### src/rtl/frame_buffer_arbiter.sv
// Single-port frame buffer arbiter: queued capture writes vs. reader requests.
// Optional FB_ARB_STATS_EN adds stall_cycles / drop_count outputs.
module frame_buffer_arbiter #(
    parameter int ADDR_W     = 19,
    parameter int DATA_W     = 12,
    parameter int FIFO_DEPTH = 4,
    parameter int MAX_WAIT   = 8
) (
    input  logic              clock,
    input  logic              reset,
    input  logic              wr_valid,
    input  logic [ADDR_W-1:0] wr_addr,
    input  logic [DATA_W-1:0] wr_data,
    input  logic              rd_req,
    input  logic [ADDR_W-1:0] rd_addr,
    output logic              rd_grant,
    output logic              rd_valid,
    output logic [DATA_W-1:0] rd_data,
    output logic              mem_en,
    output logic              mem_we,
    output logic [ADDR_W-1:0] mem_addr,
    output logic [DATA_W-1:0] mem_wdata,
    input  logic [DATA_W-1:0] mem_rdata,
    output logic              wr_idle,
    output logic              overflow,
    input  logic              clear_status
`ifdef FB_ARB_STATS_EN
    ,
    output logic [15:0]       stall_cycles,
    output logic [15:0]       drop_count
`endif
);

    localparam int IDX_W = $clog2(FIFO_DEPTH);
    localparam int PTR_W = IDX_W + 1;
    localparam logic [7:0] MAX_WAIT_C = 8'(MAX_WAIT);

    logic [ADDR_W-1:0] fifo_addr [FIFO_DEPTH];
    logic [DATA_W-1:0] fifo_data [FIFO_DEPTH];
    logic [PTR_W-1:0]  wr_ptr;
    logic [PTR_W-1:0]  rd_ptr;
    logic [7:0]        wait_cnt;
    logic              fifo_empty;
    logic              fifo_full;
    logic              wr_sel;
    logic              push;
    logic              drop;
    logic [ADDR_W-1:0] head_addr;
    logic [DATA_W-1:0] head_data;

    assign fifo_empty = (wr_ptr == rd_ptr);
    assign fifo_full  = (wr_ptr[PTR_W-1] != rd_ptr[PTR_W-1]) &&
                        (wr_ptr[IDX_W-1:0] == rd_ptr[IDX_W-1:0]);
    assign head_addr  = fifo_addr[rd_ptr[IDX_W-1:0]];
    assign head_data  = fifo_data[rd_ptr[IDX_W-1:0]];

    // Reads win only on an empty queue or once the reader has starved long enough.
    always_comb begin
        rd_grant  = 1'b0;
        wr_sel    = 1'b0;
        mem_addr  = '0;
        mem_wdata = '0;
        if (!reset) begin
            rd_grant = rd_req && (fifo_empty || wait_cnt >= MAX_WAIT_C);
            wr_sel   = !rd_grant && !fifo_empty;
        end
        if (rd_grant) begin
            mem_addr = rd_addr;
        end else if (wr_sel) begin
            mem_addr  = head_addr;
            mem_wdata = head_data;
        end
    end

    assign mem_en  = rd_grant || wr_sel;
    assign mem_we  = wr_sel;
    assign push    = wr_valid && (!fifo_full || wr_sel);
    assign drop    = wr_valid && fifo_full && !wr_sel;
    assign rd_data = rd_valid ? mem_rdata : '0;
    assign wr_idle = reset || (fifo_empty && !wr_valid);

    always_ff @(posedge clock or posedge reset) begin
        if (reset) begin
            wr_ptr   <= '0;
            rd_ptr   <= '0;
            wait_cnt <= '0;
            rd_valid <= 1'b0;
            overflow <= 1'b0;
        end else begin
            if (push)
                wr_ptr <= wr_ptr + PTR_W'(1);
            if (wr_sel)
                rd_ptr <= rd_ptr + PTR_W'(1);
            rd_valid <= rd_grant;
            if (!rd_req || rd_grant)
                wait_cnt <= '0;
            else if (wait_cnt != 8'hFF)
                wait_cnt <= wait_cnt + 8'd1;
            if (drop)
                overflow <= 1'b1;
            else if (clear_status)
                overflow <= 1'b0;
        end
    end

    always_ff @(posedge clock) begin
        if (push) begin
            fifo_addr[wr_ptr[IDX_W-1:0]] <= wr_addr;
            fifo_data[wr_ptr[IDX_W-1:0]] <= wr_data;
        end
    end

`ifdef FB_ARB_STATS_EN
    always_ff @(posedge clock or posedge reset) begin
        if (reset) begin
            stall_cycles <= '0;
            drop_count   <= '0;
        end else if (clear_status) begin
            stall_cycles <= '0;
            drop_count   <= '0;
        end else begin
            if (rd_req && !rd_grant && stall_cycles != 16'hFFFF)
                stall_cycles <= stall_cycles + 16'd1;
            if (drop && drop_count != 16'hFFFF)
                drop_count <= drop_count + 16'd1;
        end
    end
`endif

endmodule

### config.mk
export PLATFORM = sky130hd
export DESIGN_NAME = frame_buffer_arbiter
export DESIGN_NICKNAME = d
export VERILOG_FILES = /design/src/rtl/frame_buffer_arbiter.sv
export SDC_FILE = /design/constraint.sdc
export NUM_CORES = 1
export LEC_CHECK = 0
export CAP_MARGIN = 30
export CORE_UTILIZATION = 55
export CTS_CLUSTER_DIAMETER = 40
export CTS_CLUSTER_SIZE = 16
export DETAILED_ROUTE_END_ITERATION = 16
export GPL_TIMING_DRIVEN = 0
export HOLD_SLACK_MARGIN = 0.12
export PLACE_DENSITY = 0.93
export SYNTH_ARGS = -nofsm -noshare
export SYNTH_HDL_FRONTEND = slang
export SYNTH_SLANG_ARGS = --single-unit
### constraint.sdc
create_clock -name clock -period 6.9 [get_ports clock]
set_input_delay 0.69 -clock clock [delete_from_list [all_inputs] [get_ports clock]]
set_output_delay 0.69 -clock clock [all_outputs]
set_load 0.02 [all_outputs]
Word-level counts from Yosys, hierarchy flattened
Memories as Yosys holds them, arrays and structs flattened.
Cells that the tools add are included.
{"block": "word_totals", "input_bits": 67, "memories": 2, "output_inout_bits": 49, "word_cells": 48, "mem_bits_rw": 124, "ff_bits": 16}
{"block": "op_classes", "magnitude_cmp": 1, "n_eq_ne": 4, "muxes": 13, "n_reduce_logical": 20, "addsub": 3}
{"memory": "fifo_addr", "words": 4, "word_bits": 19, "read_ports": 1, "rd_ports_with_merged_regs": 0, "write_ports": 1, "line": "38", "text": "logic [ADDR_W-1:0] fifo_addr [FIFO_DEPTH];"}
{"memory": "fifo_data", "words": 4, "word_bits": 12, "read_ports": 1, "rd_ports_with_merged_regs": 0, "write_ports": 1, "line": "39", "text": "logic [DATA_W-1:0] fifo_data [FIFO_DEPTH];"}
{"operator": "19-bit 2-to-1 mux", "count": 2}
{"operator": "12-bit 2-to-1 mux", "count": 3}
{"operator": "8-bit 2-to-1 mux", "count": 2}
{"operator": "8-bit by 1-bit adder with 8-bit output, second input constant", "count": 1}
{"operator": "8-bit by 4-bit >= comparator with 1-bit output, second input constant", "count": 1}
{"operator": "8-bit inequality test, second input constant", "count": 1}
{"operator": "1-bit logical AND", "count": 7}
{"operator": "3-bit by 1-bit adder with 3-bit output, second input constant", "count": 2}
{"operator": "1-bit zero test", "count": 6}
{"operator": "1-bit 2-to-1 mux", "count": 6}
{"operator": "1-bit logical OR", "count": 5}
{"operator": "2-bit nonzero test", "count": 2}
{"operator": "3-bit == test", "count": 1}
{"operator": "2-bit == test", "count": 1}
{"operator": "1-bit inequality test", "count": 1}

Longest topological paths before layout
Gate-level depths: netlist of the first run.
{"block": "logic_depth", "depth_word": 10, "depth_mapped": 7, "mapped_depth_nobuf": 5}

Worst setup path after synthesis of the first run
Ideal clock, no wire load.
{"block": "synth_path", "path_type": "input to register", "start": "input port reset", "end": "memory fifo_addr[0][0] (enable)", "path_stages": 4, "slack_ps": 4228, "arrival_ps": 2281, "path_cell_list": "inv_1 > a31o_4 > or2_2 > and3_1"}
{"block": "synth_between", "elab_chain_len": 5}
{"element": "start: declaration", "line": "10", "text": "input logic reset,"}
{"element": "1-bit 2-to-1 mux", "line": "63", "text": "if (!reset) begin"}
{"element": "1-bit logical OR", "line": "77", "text": "assign push = wr_valid && (!fifo_full || wr_sel);"}
{"element": "1-bit logical AND", "line": "77"}
{"element": "1-bit 2-to-1 mux", "line": "107", "text": "if (push) begin"}
{"element": "1-bit 2-to-1 mux (implied by the code)", "line": "108", "text": "fifo_addr[wr_ptr[IDX_W-1:0]] <= wr_addr;"}
{"element": "end: declaration", "line": "38"}
No other way between the ends.

Worst setup path in the final report of the first run
{"block": "layout_path", "start": "input port reset", "end": "output port mem_wdata[1]"}
{"block": "layout_between", "elab_chain_len": 3}
{"element": "1-bit 2-to-1 mux", "line": "63"}
{"element": "12-bit 2-to-1 mux", "line": "69", "text": "end else if (wr_sel) begin"}
{"element": "12-bit 2-to-1 mux (*)", "line": "67", "text": "if (rd_grant) begin"}
{"element": "end: declaration", "line": "22", "text": "output logic [DATA_W-1:0] mem_wdata,"}
Every way passes the cells marked *; elsewhere a longest branch is shown, timed or not.

==> flow_summary.json, run 1 <==
{
  "top_level_ports": 116,
  "cts_tree": "done",
  "clock_path_buffers": 2,
  "core_um2": 10300,
  "drt_pass1_iterations": 4,
  "clk_pin_slew_ps": 60,
  "synth_edf_count": 124,
  "critPathLaunchType": "input port",
  "worstPathArrival_ps": 3290,
  "slew_headroom_pct": 42.1,
  "cts_setup_buffers": 0,
  "final_cell_area_um2": 7800,
  "nFillCells": 576,
  "numCtsBuffers": 17,
  "seqPwrFrac_pct": 34.1,
  "clock_latency_ps": 510,
  "required_ps": 6210,
  "grt_max_degree": 32,
  "syn_nets": 382,
  "layout.cells.non_filler": 591,
  "maxCapViolations": 0,
  "worst_r2r_path_depth": 5,
  "whs_path_depth": 1,
  "comb_power_share_pct": 39.3,
  "fmax_ghz": 0.251,
  "first_global_vias": 3635,
  "wirelength_um": 12200,
  "initial_utilization_pct": 56.6,
  "switching_power_uw": 1100,
  "cp_max_fo": 18,
  "place_inst": 560,
  "hp-class": "reg -> reg",
  "final_common_cell": "edfxtp_1",
  "fin_tns_setup_ps": 0,
  "groute.usage.overall_pct": 23.5,
  "drv_slew": 0,
  "cts_num_sinks": 140,
  "cts_hold_buf": 0,
  "viasPerCell": 5.72,
  "p_leak_uw": 0.00278,
  "dp_hpwl_um": 7810,
  "worst_path_most_repeated_cell": "clkdlybuf4s50_1",
  "synth-seq-area-share_pct": 70.6,
  "netlist_instances": 308,
  "grt_pass1_wl_um": 18700,
  "crit_chain": "clkdlybuf4s50_1, inv_1, a31o_4, clkbuf_1, and3_1, clkdlybuf4s50_1",
  "route.detailed.drc": 0,
  "p_int_uw": 2390,
  "fin_skew_ps": 8.88,
  "cpMaxStageDelayCell": "clkdlybuf4s50_1",
  "powerDensity_nw_per_um2": 447,
  "synth.avg_cell_area_um2": 19.0,
  "die_w_um": 105,
  "synth_flop_cell": "edfxtp_1",
  "critical_path_class": "in -> out",
  "layout-drive-gt1-share_pct": 19.1,
  "vias": 3382,
  "worst_slew_pin_slew_ps": 868,
  "syn_area_um2": 5840,
  "layout_common_cells": "edfxtp_1, clkdlybuf4s50_1, mux4_2",
  "io_buffers": 115,
  "drt_iter0_markers": 166,
  "overflow": 0,
  "die_height_um": 105,
  "antenna_found_initial": 0,
  "htreeDepth": 4,
  "rsz0062_at_grt": "no",
  "power_switching_share_pct": 31.4,
  "placed_cell_area_um2": 7190,
  "finalWeightedCongestion": 0.765,
  "ir_drop_uv": 241,
  "yosys_warnings": 0,
  "status": "finished clean",
  "insertedDiodeCount": 0,
  "setup_viol": 0,
  "drtAntennaViolNets": 0,
  "wl_per_cell_um": 20.7,
  "layout.nets": 517,
  "cts_resized": 0,
  "dieArea_um2": 11000,
  "yosysUniqueCellTypes": 38,
  "min_period_ps": 3980,
  "clockPowerShare_pct": 26.6,
  "max_stage_delay_ps": 610,
  "ys_async_sr_fraction_pct": 11.4,
  "hold_viol": 0,
  "cts_root_buf": "clkbuf_8",
  "period_share_pct": 57.7,
  "area_growth_pct": 33.6,
  "ys_ff_latch": 140,
  "end_kind": "primary output",
  "rows": 37
}
## through the flow
stage / util [%] / worst slack, ps / hold slack (ps) / power [uW]
5_1_grt: 75.6 / 2690 / 535 / 3630
3_5_place_dp: 69.7 / 2930 / 485 / 2580
4_1_cts: 75.6 / 2900 / 506 / 3520
3_3_place_gp: 69.4 / 2920 / 483 / 2530
6_report: 75.6 / 2920 / 515 / 3490
2_1_floorplan: - / 4230 / 465 / 2050
## power by group through the flow
stage          clock network [uW]  logic (uW)  registers, uW
2_1_floorplan                   0         865           1190
3_3_place_gp                    0        1340           1190
3_5_place_dp                    0        1380           1200
4_1_cts                       941        1390           1190
5_1_grt                       980        1450           1200
6_report                      929        1370           1190
## routing by layer
layer  share of wire, %  up-vias  track usage, %  wire, um
met5                  0        -               0         0
met4                1.7        0            8.15       203
met3                6.0       20            6.92       735
met2                 55      137            42.1      6710
met1                 38     1722            26.9      4600
li1                   -     1503               -         -
## logic make-up after synthesis
family	Yosys count	share of synthesized area [%]
mux	35	12.7
compound gates	31	4.61
buf+inv	25	2.57
simple gates	59	6.06
fa+ha+maj	7	1.50
xor+xnor	11	1.91
flops	140	70.6
## final cells by class
cell class	instances	area [um2]	area share [%]
Sequential cell	140	4120	52.9
Multi-Input combinational cell	143	1570	20.1
Timing Repair Buffer	116	1180	15.1
Clock buffer	17	414	5.31
Clock inverter	14	195	2.50
Tap cell	136	170	2.18
Buffer	16	116	1.49
Inverter	9	33.8	0.433
## state kept, by name, indices dropped and copies added (netlist names)
name	count
fifo_data	48
wait_cnt	8
rd_ptr	3
wr_ptr	3
fifo_addr	76
rd_valid	1
overflow	1
## final timing paths
path,startpoint,endpoint,slack (ps)
worst max-delay path,reset,mem_wdata[1],2920
worst min-delay path,rd_ptr[2],rd_ptr[2],510
worst max register to register,wait_cnt[7],fifo_data[3][3],4610
worst min register to register,rd_ptr[2],rd_ptr[2],510
max in group asynchronous,reset,rd_ptr[0],5730
min in group asynchronous,reset,wait_cnt[5],730
## worst max-delay path: cells and delay by family
kind	cells	cell delay (ps)
buf+inv	4	2010
simple gates	1	270
compound gates	1	310
## synthesized netlist by cell type, types with 3 or more instances
| cell | instances | area (um2) |
|---|---|---|
| mux4_2 | 31 | 698 |
| and3_1 | 18 | 113 |
| buf_6 | 7 | 78.8 |
| xor2_1 | 4 | 35.0 |
| inv_1 | 9 | 33.8 |
| nand2_1 | 3 | 11.3 |
| edfxtp_1 | 124 | 3720 |
| dfrtp_1 | 16 | 400 |
| buf_2 | 3 | 15.0 |
| xnor2_1 | 5 | 43.8 |
| nor2_1 | 11 | 41.3 |
| and2_1 | 13 | 81.3 |
| ha_1 | 7 | 87.6 |
| a22o_1 | 19 | 166 |
| o21ai_0 | 4 | 20.0 |
| nand3_1 | 3 | 15.0 |
| clkbuf_1 | 6 | 22.5 |
(Power assumes the default switching activity.)
==> inputs of run 2 (changes only) <==
Settings changed: CORE_UTILIZATION 55 to 51, PLACE_DENSITY 0.93 to 0.88.
Clock period 6.9 ns to 4 ns, I/O delays scaled along.
==> flow_summary.json, run 2 (synthesis gave the netlist of run 1 again) <==
{
  "status": "finished clean",
  "p_leak_uw": 0.00278,
  "post-route-util_pct": 71.0,
  "maxCapViolations": 0,
  "dieArea_um2": 11900,
  "period_share_pct": 87.2,
  "rr_startpoint": "wait_cnt[6]",
  "cts_root_buf": "clkbuf_16",
  "fin_skew_ps": 5.39,
  "drtAntennaViolNets": 0,
  "drv_slew": 0,
  "max_stage_delay_ps": 630,
  "placed_cell_area_um2": 7200,
  "worst_slew_pin_slew_ps": 859,
  "initial_utilization_pct": 53.2,
  "hold_viol": 0,
  "io_buffers": 115,
  "fmax_ghz": 0.287,
  "grt_pass1_wl_um": 19300,
  "power.total_uw": 6050,
  "layout.nets": 517,
  "cts_resized": 0,
  "fin_tns_setup_ps": 0,
  "end_kind": "primary output",
  "finalWeightedCongestion": 0.748,
  "clock_path_buffers": 2,
  "insertedDiodeCount": 0,
  "overflow": 0,
  "min_period_ps": 3490,
  "nFillCells": 645,
  "power_switching_share_pct": 31.4,
  "r2r-end": "fifo_data[3][9]",
  "largest_reg_flops": 76,
  "grt_max_degree": 32,
  "rows": 38,
  "ir_drop_uv": 531,
  "groute.usage.overall_pct": 23.1,
  "hp-start": "rd_ptr[2]",
  "numCtsBuffers": 17,
  "wl_per_cell_um": 21.0,
  "final_common_cell": "edfxtp_1",
  "cp_max_fo": 18,
  "vias": 3374,
  "wirelength_um": 12500,
  "seqPwrFrac_pct": 33.9,
  "worstPathArrival_ps": 3090,
  "cts_num_sinks": 140,
  "whs_path_depth": 1,
  "powerDensity_nw_per_um2": 776,
  "setup_viol": 0,
  "core_um2": 11000,
  "pre_cts_ws_ps": 593,
  "final.setup.worst_slack_ps": 514,
  "layout-drive-gt1-share_pct": 18.2,
  "viasPerCell": 5.67,
  "p_int_uw": 4150,
  "worst_r2r_path_depth": 5,
  "hold_end": "rd_ptr[2]",
  "die_w_um": 109,
  "worst_path_most_repeated_cell": "clkdlybuf4s50_1",
  "clockPowerShare_pct": 26.4,
  "layout_common_cells": "edfxtp_1, clkdlybuf4s50_1, mux4_2",
  "cts_hold_buf": 0,
  "first_global_vias": 3542,
  "drt_pass1_iterations": 5,
  "required_ps": 3600,
  "critical_path_class": "in -> out",
  "top_level_ports": 116,
  "die_height_um": 109,
  "drt_iter0_markers": 253,
  "r2r_slack_ps": 1660,
  "clock_latency_ps": 420,
  "area_growth_pct": 33.6,
  "worst-path-buf-inv": 4,
  "route.detailed.drc": 0,
  "critPathTopFamily": "buffers and inverters",
  "htreeDepth": 4,
  "critPathLaunchType": "input port",
  "hp-class": "reg -> reg",
  "dp_hpwl_um": 7640,
  "cts_setup_buffers": 0,
  "switching_power_uw": 1900,
  "rsz0062_at_grt": "no",
  "clk_pin_slew_ps": 60,
  "antenna_found_initial": 0,
  "comb_power_share_pct": 39.6,
  "final_cell_area_um2": 7800,
  "cpMaxStageDelayCell": "clkdlybuf4s50_1",
  "cts_tree": "done",
  "slew_headroom_pct": 42.7,
  "crit_chain": "clkdlybuf4s50_1, inv_1, a31o_4, clkbuf_1, and3_1, clkdlybuf4s50_1"
}
==> run 2: changes by cell type in the layout (fill, tap and decap cells not counted) <==
cell / previous run / this run
clkbuf_1: 6 / 7
clkbuf_16: 16 / 17
clkbuf_8: 1 / 0
clkinv_1: 1 / 4
clkinv_2: 2 / 1
clkinv_4: 3 / 2
clkinvlp_4: 2 / 1
inv_8: 1 / 0
==> run 2: how the worst max path moves through the flow <==
| stage | start | cells past startpoint | slack, ps | end |
|---|---|---|---|---|
| floorplan | reset | 4 | 1620 | fifo_addr[0][0] |
| global placement | reset | 5 | 320 | fifo_addr[0][13] |
| detailed placement | reset | 8 | 590 | mem_addr[14] |
| CTS | reset | 6 | 510 | mem_wdata[1] |
| global route | reset | 6 | 350 | mem_wdata[1] |
| finish | reset | 6 | 510 | mem_wdata[1] |
==> run 2: through the flow <==
| stage | hold WS [ps] | instances |
|---|---|---|
| 3_5_place_dp | 504 | 564 |
| 6_report | 500 | 595 |
| 2_1_floorplan | 335 | 308 |
| 5_1_grt | 524 | 595 |
| 4_1_cts | 505 | 595 |
| 3_3_place_gp | 483 | 563 |
==> run 2: metal layers <==
| metal | vias up | GRT usage [%] | wire length, um |
|---|---|---|---|
| li1 | 1505 | - | - |
| met3 | 28 | 6.52 | 806 |
| met4 | 0 | 9.94 | 314 |
| met5 | - | 0 | 0 |
| met1 | 1682 | 28.8 | 4790 |
| met2 | 159 | 38.0 | 6610 |
==> run 2: cell type report <==
class                   count  area [um2]  share of cell area [%]
inverters                   9        33.8                   0.433
clock inverters            13         174                    2.23
well taps                 140         175                    2.25
plain buffers              16         116                    1.49
repair buffers            116        1180                    15.1
multi-input cells         143        1570                    20.1
clock buffers              18         429                    5.50
flip-flops and latches    140        4120                    52.9
==> run 2: power groups by stage <==
stage | clock network, uW | logic (uW) | registers, uW
after floorplan | 0 | 1490 | 2050
after global placement | 0 | 2310 | 2060
after detailed placement | 0 | 2370 | 2080
after CTS | 1610 | 2430 | 2060
after global routing | 1670 | 2560 | 2070
final | 1600 | 2400 | 2050
